### config.mk
export PLATFORM = sky130hd
export DESIGN_NAME = mult_div_unit
export DESIGN_NICKNAME = d
export VERILOG_FILES = /design/src/rtl/mips_pkg.sv /design/src/rtl/mult_div_step.sv /design/src/rtl/mult_div_unit.sv
export SDC_FILE = /design/constraint.sdc
export NUM_CORES = 1
export LEC_CHECK = 0
export BUFFER_PORTS_ARGS = -buffer_cell sky130_fd_sc_hd__buf_2
export CAP_MARGIN = 20
export CORE_ASPECT_RATIO = 1.25
export CORE_MARGIN = 2
export CORE_UTILIZATION = 50
export CTS_CLUSTER_SIZE = 8
export DETAILED_ROUTE_END_ITERATION = 7
export HOLD_SLACK_MARGIN = 0.02
export PLACE_DENSITY = 0.73
export SLEW_MARGIN = 20
export SYNTH_ARGS = -nofsm -noshare
export SYNTH_HDL_FRONTEND = slang
export SYNTH_SLANG_ARGS = --single-unit
### constraint.sdc
create_clock -name i_clock -period 3 [get_ports i_clock]
set_clock_uncertainty 0.1 [all_clocks]
set_input_delay 0.6 -clock i_clock [delete_from_list [all_inputs] [get_ports i_clock]]
set_output_delay 0.6 -clock i_clock [all_outputs]
set_load 0.05 [all_outputs]
### src/rtl/mips_pkg.sv
// Shared constants for the multiply/divide unit: operation codes and FSM state encoding.
package mips_pkg;

   localparam logic [2:0] OP_MULT  = 3'd0;
   localparam logic [2:0] OP_MULTU = 3'd1;
   localparam logic [2:0] OP_DIV   = 3'd2;
   localparam logic [2:0] OP_DIVU  = 3'd3;
   localparam logic [2:0] OP_MTHI  = 3'd4;
   localparam logic [2:0] OP_MTLO  = 3'd5;

   typedef enum logic [1:0] {
      ST_IDLE = 2'd0,
      ST_RUN  = 2'd1,
      ST_FIX  = 2'd2
   } state_t;

endpackage

### src/rtl/mult_div_step.sv
// One iteration of the iterative multiplier (shift-add) or divider (restoring), chosen by mode.
// The divide path exists only when MULT_DIV_DIVIDE_EN is defined.
module mult_div_step #(
   parameter int DATA_WIDTH = 32
) (
   input  logic                  mode,
   input  logic [DATA_WIDTH-1:0] hi,
   input  logic [DATA_WIDTH-1:0] lo,
   input  logic [DATA_WIDTH-1:0] operand,
   output logic [DATA_WIDTH-1:0] hi_next,
   output logic [DATA_WIDTH-1:0] lo_next
);

   logic [DATA_WIDTH:0] sum_s;

   assign sum_s = {1'b0, hi} + {1'b0, operand};

`ifdef MULT_DIV_DIVIDE_EN
   logic [DATA_WIDTH-1:0] shl_s;
   logic                  ge_s;

   // A set top remainder bit means the shifted value already exceeds any divisor.
   assign shl_s = {hi[DATA_WIDTH-2:0], lo[DATA_WIDTH-1]};
   assign ge_s  = hi[DATA_WIDTH-1] || (shl_s >= operand);

   // Divide: shift remainder in, trial-subtract; multiply: conditional add then shift right.
   always_comb begin
      hi_next = hi;
      lo_next = lo;
      if (mode) begin
         if (ge_s) begin
            hi_next = shl_s - operand;
         end else begin
            hi_next = shl_s;
         end
         lo_next = {lo[DATA_WIDTH-2:0], ge_s};
      end else if (lo[0]) begin
         {hi_next, lo_next} = {sum_s, lo[DATA_WIDTH-1:1]};
      end else begin
         {hi_next, lo_next} = {1'b0, hi, lo[DATA_WIDTH-1:1]};
      end
   end
`else
   // Multiply only: mode forces a plain shift without the add.
   always_comb begin
      hi_next = hi;
      lo_next = lo;
      if (lo[0] && !mode) begin
         {hi_next, lo_next} = {sum_s, lo[DATA_WIDTH-1:1]};
      end else begin
         {hi_next, lo_next} = {1'b0, hi, lo[DATA_WIDTH-1:1]};
      end
   end
`endif

endmodule

### src/rtl/mult_div_unit.sv
// Iterative MIPS HI/LO multiply/divide unit (IDLE/RUN/FIX FSM, one bit per cycle).
// Divide support is compiled in only when MULT_DIV_DIVIDE_EN is defined.
module mult_div_unit
   import mips_pkg::*;
#(
   parameter int DATA_WIDTH = 32
) (
   input  logic                  i_clock,
   input  logic                  i_reset,
   input  logic                  i_start,
   input  logic [2:0]            i_op,
   input  logic [DATA_WIDTH-1:0] i_opA,
   input  logic [DATA_WIDTH-1:0] i_opB,
   input  logic                  i_flush,
   output logic [DATA_WIDTH-1:0] o_hi,
   output logic [DATA_WIDTH-1:0] o_lo,
   output logic                  o_busy,
   output logic                  o_done,
   output logic                  o_div_zero
);

   localparam int              CW        = $clog2(DATA_WIDTH) + 1;
   localparam logic [CW-1:0]   LAST_STEP = CW'(DATA_WIDTH - 1);
   localparam logic [CW-1:0]   CNT_ONE   = {{(CW-1){1'b0}}, 1'b1};

   state_t                  state_r, state_s;
   logic [CW-1:0]           count_r;
   logic [DATA_WIDTH-1:0]   hi_r, lo_r, acc_hi_r, acc_lo_r, opb_r;
   logic                    is_div_r, zero_r, neg_res_r, neg_rem_r, busy_r, done_r;

   logic                    accept_s, launch_s, is_mul_s, is_div_s, signed_s, zero_s;
   logic                    a_neg_s, b_neg_s;
   logic [DATA_WIDTH-1:0]   a_mag_s, b_mag_s, step_hi_s, step_lo_s, fix_hi_s, fix_lo_s;
   logic [2*DATA_WIDTH-1:0] neg_prod_s;

   assign accept_s = (state_r == ST_IDLE) && i_start && !i_flush;
   assign is_mul_s = (i_op == OP_MULT) || (i_op == OP_MULTU);
`ifdef MULT_DIV_DIVIDE_EN
   assign is_div_s = (i_op == OP_DIV) || (i_op == OP_DIVU);
`else
   assign is_div_s = 1'b0;
`endif
   assign launch_s = accept_s && (is_mul_s || is_div_s);
   assign zero_s   = is_div_s && (i_opB == '0);
   assign signed_s = (i_op == OP_MULT) || (i_op == OP_DIV);
   assign a_neg_s  = signed_s && i_opA[DATA_WIDTH-1];
   assign b_neg_s  = signed_s && i_opB[DATA_WIDTH-1];
   assign a_mag_s  = a_neg_s ? -i_opA : i_opA;
   assign b_mag_s  = b_neg_s ? -i_opB : i_opB;

   mult_div_step #(.DATA_WIDTH(DATA_WIDTH)) u_step (
      .mode    (is_div_r),
      .hi      (acc_hi_r),
      .lo      (acc_lo_r),
      .operand (opb_r),
      .hi_next (step_hi_s),
      .lo_next (step_lo_s)
   );

   assign neg_prod_s = -{acc_hi_r, acc_lo_r};

   // Sign fix-up: quotient takes the sign XOR, remainder follows the dividend.
   always_comb begin
      fix_hi_s = acc_hi_r;
      fix_lo_s = acc_lo_r;
      if (zero_r) begin
         fix_hi_s = acc_lo_r;
         fix_lo_s = '1;
      end else if (is_div_r) begin
         fix_lo_s = neg_res_r ? -acc_lo_r : acc_lo_r;
         fix_hi_s = neg_rem_r ? -acc_hi_r : acc_hi_r;
      end else if (neg_res_r) begin
         {fix_hi_s, fix_lo_s} = neg_prod_s;
      end else begin
         fix_hi_s = acc_hi_r;
         fix_lo_s = acc_lo_r;
      end
   end

   // Next-state logic; a zero divisor jumps straight to FIX.
   always_comb begin
      state_s = state_r;
      case (state_r)
         ST_IDLE: begin
            if (launch_s) begin
               state_s = zero_s ? ST_FIX : ST_RUN;
            end else begin
               state_s = ST_IDLE;
            end
         end
         ST_RUN: begin
            if (i_flush) begin
               state_s = ST_IDLE;
            end else if (count_r == LAST_STEP) begin
               state_s = ST_FIX;
            end else begin
               state_s = ST_RUN;
            end
         end
         ST_FIX:  state_s = ST_IDLE;
         default: state_s = ST_IDLE;
      endcase
   end

   // State, datapath accumulators and architectural HI/LO.
   always_ff @(posedge i_clock) begin
      if (i_reset) begin
         state_r   <= ST_IDLE;
         count_r   <= '0;
         hi_r      <= '0;
         lo_r      <= '0;
         acc_hi_r  <= '0;
         acc_lo_r  <= '0;
         opb_r     <= '0;
         is_div_r  <= 1'b0;
         zero_r    <= 1'b0;
         neg_res_r <= 1'b0;
         neg_rem_r <= 1'b0;
         busy_r    <= 1'b0;
         done_r    <= 1'b0;
      end else begin
         state_r <= state_s;
         busy_r  <= (state_s != ST_IDLE);
         done_r  <= 1'b0;
         case (state_r)
            ST_IDLE: begin
               if (launch_s) begin
                  count_r   <= '0;
                  is_div_r  <= is_div_s;
                  zero_r    <= zero_s;
                  neg_res_r <= a_neg_s ^ b_neg_s;
                  neg_rem_r <= a_neg_s;
                  acc_hi_r  <= '0;
                  acc_lo_r  <= zero_s ? i_opA : a_mag_s;
                  opb_r     <= b_mag_s;
               end else if (accept_s && (i_op == OP_MTHI)) begin
                  hi_r <= i_opA;
               end else if (accept_s && (i_op == OP_MTLO)) begin
                  lo_r <= i_opA;
               end
            end
            ST_RUN: begin
               if (!i_flush) begin
                  acc_hi_r <= step_hi_s;
                  acc_lo_r <= step_lo_s;
                  count_r  <= count_r + CNT_ONE;
               end
            end
            ST_FIX: begin
               if (!i_flush) begin
                  hi_r   <= fix_hi_s;
                  lo_r   <= fix_lo_s;
                  done_r <= 1'b1;
               end
            end
            default: ;
         endcase
      end
   end

`ifdef MULT_DIV_DIVIDE_EN
   logic div_zero_r;

   // Sticky divide-by-zero flag, cleared when the next multiply/divide launches.
   always_ff @(posedge i_clock) begin
      if (i_reset) begin
         div_zero_r <= 1'b0;
      end else if (launch_s) begin
         div_zero_r <= 1'b0;
      end else if ((state_r == ST_FIX) && !i_flush && zero_r) begin
         div_zero_r <= 1'b1;
      end else begin
         div_zero_r <= div_zero_r;
      end
   end

   assign o_div_zero = div_zero_r;
`else
   assign o_div_zero = 1'b0;
`endif

   assign o_hi   = hi_r;
   assign o_lo   = lo_r;
   assign o_busy = busy_r;
   assign o_done = done_r;

endmodule

==> metrics.md <==
| Metric | Value |
|---|---|
| Run status | `complete, but fails checks` |
| Failing checks | `setup timing` |
| Slew HR | `45.3%` |
| Most frequent CP cell | `or4_4` |
| Wire length of the first global-routing pass | `51.1 mm` |
| Worst setup slack after layout | `-55.9 ps` |
| H-tree depth | `4` |
| Detailed-router iteration count before antenna repair | `5` |
| Cell type group with the largest total delay on the critical path | `simple AND/OR/NAND/NOR gates` |
| Data required time at the worst endpoint | `approximately 3300 ps` |
| Initial DRC count | `~1000` |
| # placed instances | `between 1500 and 2000` |
| Reported max-cap violation count | `0` |
| Number of filler cells placed in the layout | `1904` |
| Initial standard-cell utilization of the core | `about half` |
| Yosys top cell area share | `approximately 31%` |
| Setup repair after global routing missed its margin | `yes` |
| Number of warnings printed during yosys synthesis | `0` |
| Final Hold Fails | `0` |
| Placeable core area | `between 0.02 and 0.025 mm2` |
| Horizontal extent of the die | `136 um` |
| Vertical die dimension | `about 170 um` |
| Area grow syn2layout | `22.5%` |
| I/O pins | `roughly 140` |
| Routed via count | `11283` |
| WL/cell | `between 15 and 20 um` |
| DRT antenna net count | `0` |
| Post-route DRC | `0` |
| Synthesized Nets | `1539` |
| Signal arrival time at the worst endpoint | `~3300 ps` |
| Post-DR vias/cell | `between 5 and 6` |
| TritonCTS clock tree | `built` |
| Critical path fanouts, max | `5` |
| Total Power | `around 5300 uW` |
| Die Footprint | `around 0.023 mm2` |
| Final critical delay including setup and external delays | `about 3100 ps` |
| DPL Wire Length | `approximately 23 mm` |
| Slew at the pin with the worst max-slew slack | `just over 800 ps` |
| Element type at the critical path start | `flip-flop` |
| Buffers added on ports | `about 140` |
| Final instance count without filler cells | `between 1500 and 2000` |
| Area of the mapped netlist | `roughly 0.011 mm2` |
| Path class of the lowest-slack min-delay path | `reg2reg` |
| Row count | `60` |
| Slack of the worst reg-to-reg path | `-60 ps` |
| Buffers & Inverters on Critical Path | `0` |
| Proportion of synthesized flip-flops having asynchronous set or reset | `0%` |
| Vias in the first global route | `about 10000` |
| NumNets Final | `between 1500 and 2000` |
| Number of buffers between clock root and the deepest sink | `2` |
| Final setup fails | `4` |
| Ratio of cells with drive above 1 in the final layout | `a little over a fifth` |
| Worst supply voltage drop on vdd | `0.000430 V` |
| Post-synthesis cell type count | `65` |
| Area contributors post-synth | `dfxtp_1, a21oi_1, xor2_1` |
| Final worst path period share | `102%` |
| Insertion delay of the later-clocked pin in the worst-skew pair | `roughly 440 ps` |
| Final number of max-transition violations | `0` |
| Most used flip-flop cell after synthesis | `dfxtp_1` |
| Number of CTS-inserted buffers | `17` |
| Sequential-to-total area share from yosys stat | `between 30% and 40%` |
| Setup tns final | `-161 ps` |
| Total track usage | `a little over a quarter` |
| Cell Chain, Critical Path | `or4_4 > nand4b_4 > or4_4 > or2_4 > or3_4 > o41ai_4 > xor2_1 > a211o_1 > a21oi_2` |
| Reg clk slew, reported paths | `70 ps` |
| Post-Route WL | `approximately 32 mm` |
| Total overflow reported by the global router | `0` |
| Achievable Freq | `between 0.3 and 0.4 GHz` |
| Kind of critical path | `reg2reg` |
| Mean instance size in the synthesized netlist | `7.66 um2` |
| Maximum number of pins on one net before global-route repair | `94` |
| Number of sinks handled by clock tree synthesis | `between 150 and 200` |
| Root buf cell | `clkbuf_16` |
| Gp weighted congestion | `~0.93` |
| Crit end category | `flip-flop` |
| Leakage Power | `between 0.005 and 0.006 uW` |
| Initial antenna violation count | `1` |
| Master of the slowest instance on the critical path | `or4_4` |
| Register bit count reported by yosys | `171` |
| Power per cell area | `397 mW/mm2` |
| Hold-fix buffers at CTS | `0` |
| Leading area contributor after synthesis | `dfxtp_1` |
| Worst stage delay on the critical path | `roughly 520 ps` |
| Number of enable-type register cells in the synthesized netlist | `0` |
| Synthesized instance count | `~1400` |
cells by family (layout without fill, tap and decap cells):
logic type | after synthesis | after routing | synth area share [%]
muxes | 7 | 7 | 0.639
DFF | 171 | 171 | 31.2
and+or+nand+nor | 442 | 442 | 18.4
other | 1 | 2 | 0.0342
AOI/OAI and AO/OA | 502 | 502 | 29.2
adders and majority gates | 37 | 37 | 4.29
xor gates and xnor gates | 149 | 149 | 11.9
buffers and inverters | 122 | 312 | 4.28
per-stage QoR:
stage                     utilization, %  hold slack (ps)  instance area, um2  worst slack (ps)
after CTS                           61.6              354               13300             -75.6
after global placement              58.5              342               12600              -155
after floorplan                        -              329               11000              -167
after detailed placement            58.5              343               12600              -198
after global routing                62.3              380               13400              -131
final                               62.3              351               13400             -55.9
final cells by class:
cell class,count,area (um2),share of cell area [%]
Clock inverter,10,116,0.867
Sequential cell,171,3430,25.5
Multi-Input combinational cell,1138,7310,54.4
Inverter,20,75.1,0.559
Timing Repair Buffer,261,1670,12.4
Tap cell,279,349,2.60
Antenna cell,1,2.50,0.0186
Clock buffer,21,480,3.58
sequential cells by signal, summed over array words and instances (netlist names):
signal,flops
acc_hi_r,32
acc_lo_r,32
o_hi,32
o_lo,32
opb_r,32
count_r,6
state_r,2
neg_res_r,1
o_busy,1
o_done,1
power breakdown:
| part | total [uW] | switching (uW) | internal, uW | leakage, uW |
|---|---|---|---|---|
| combinational | 754 | 474 | 279 | 0.00380 |
| sequential | 2330 | 26.6 | 2310 | 0.00138 |
| clock | 2240 | 932 | 1310 | 0.000291 |
per-layer routing:
layer	GRT usage [%]	wire length, um	up-vias	share of wire, %
met5	0	0	-	0
met4	10.6	852	0	2.7
met3	4.12	1980	58	6.2
met2	47.2	15500	410	49
met1	34.1	13500	5259	43
li1	-	-	5556	-
Yosys cell counts, drive strengths merged, types with 9 or more instances:
library cell,number
nor2,176
a21oi,171
dfxtp,171
nand2,128
o21ai,91
xor2,89
clkbuf,84
xnor2,60
a211oi,49
a22oi,38
ha,36
o31ai,29
nand3,23
inv,20
o41ai,20
or4,20
a21o,19
buf,18
nor3,17
nand2b,14
a31oi,12
nand4,11
o22ai,11
or3,11
nor4,10
a211o,9
a222oi,9
path summary, 6_finish.rpt:
check,start,end,cells after the start
worst min-delay path,o_hi[22],o_hi[22],2
worst max-delay path,acc_hi_r[8],o_hi[25],9
worst min register to register,o_hi[22],o_hi[22],2
worst max register to register,acc_hi_r[8],o_hi[25],9
cell usage in the layout, fill, tap and decap left out, types with 10 or more instances in the layout:
cell	netlist	layout
nand2b_1	14	13
nor3_1	17	17
a22oi_1	38	38
nand2_1	128	128
o41ai_1	18	13
nand3_1	23	22
inv_1	20	20
dfxtp_1	171	168
o22ai_1	11	11
a31oi_1	12	12
o31ai_1	28	24
nor2_1	176	174
a21oi_1	171	166
nor4_1	10	10
nand4_1	11	11
a21o_1	19	19
xnor2_1	60	60
ha_1	36	35
a211oi_1	49	49
xor2_1	89	89
buf_2	0	135
clkbuf_16	0	17
buf_4	1	122
or4_1	18	17
o21ai_0	88	83
what timing repair did:
action | CTS | global route
pin swaps | 8 | 11
resized for setup | 15 | 25
endpoints found under the setup margin | 11 | 36
gates cloned | 0 | 0
buffers inserted | 1 | 3
tightest hold or removal path: stages, from the launching register on:
cell     delay (ps)
dfxtp_1         310
nand2_1          50
a21oi_1          50
(Power assumes the default switching activity.)
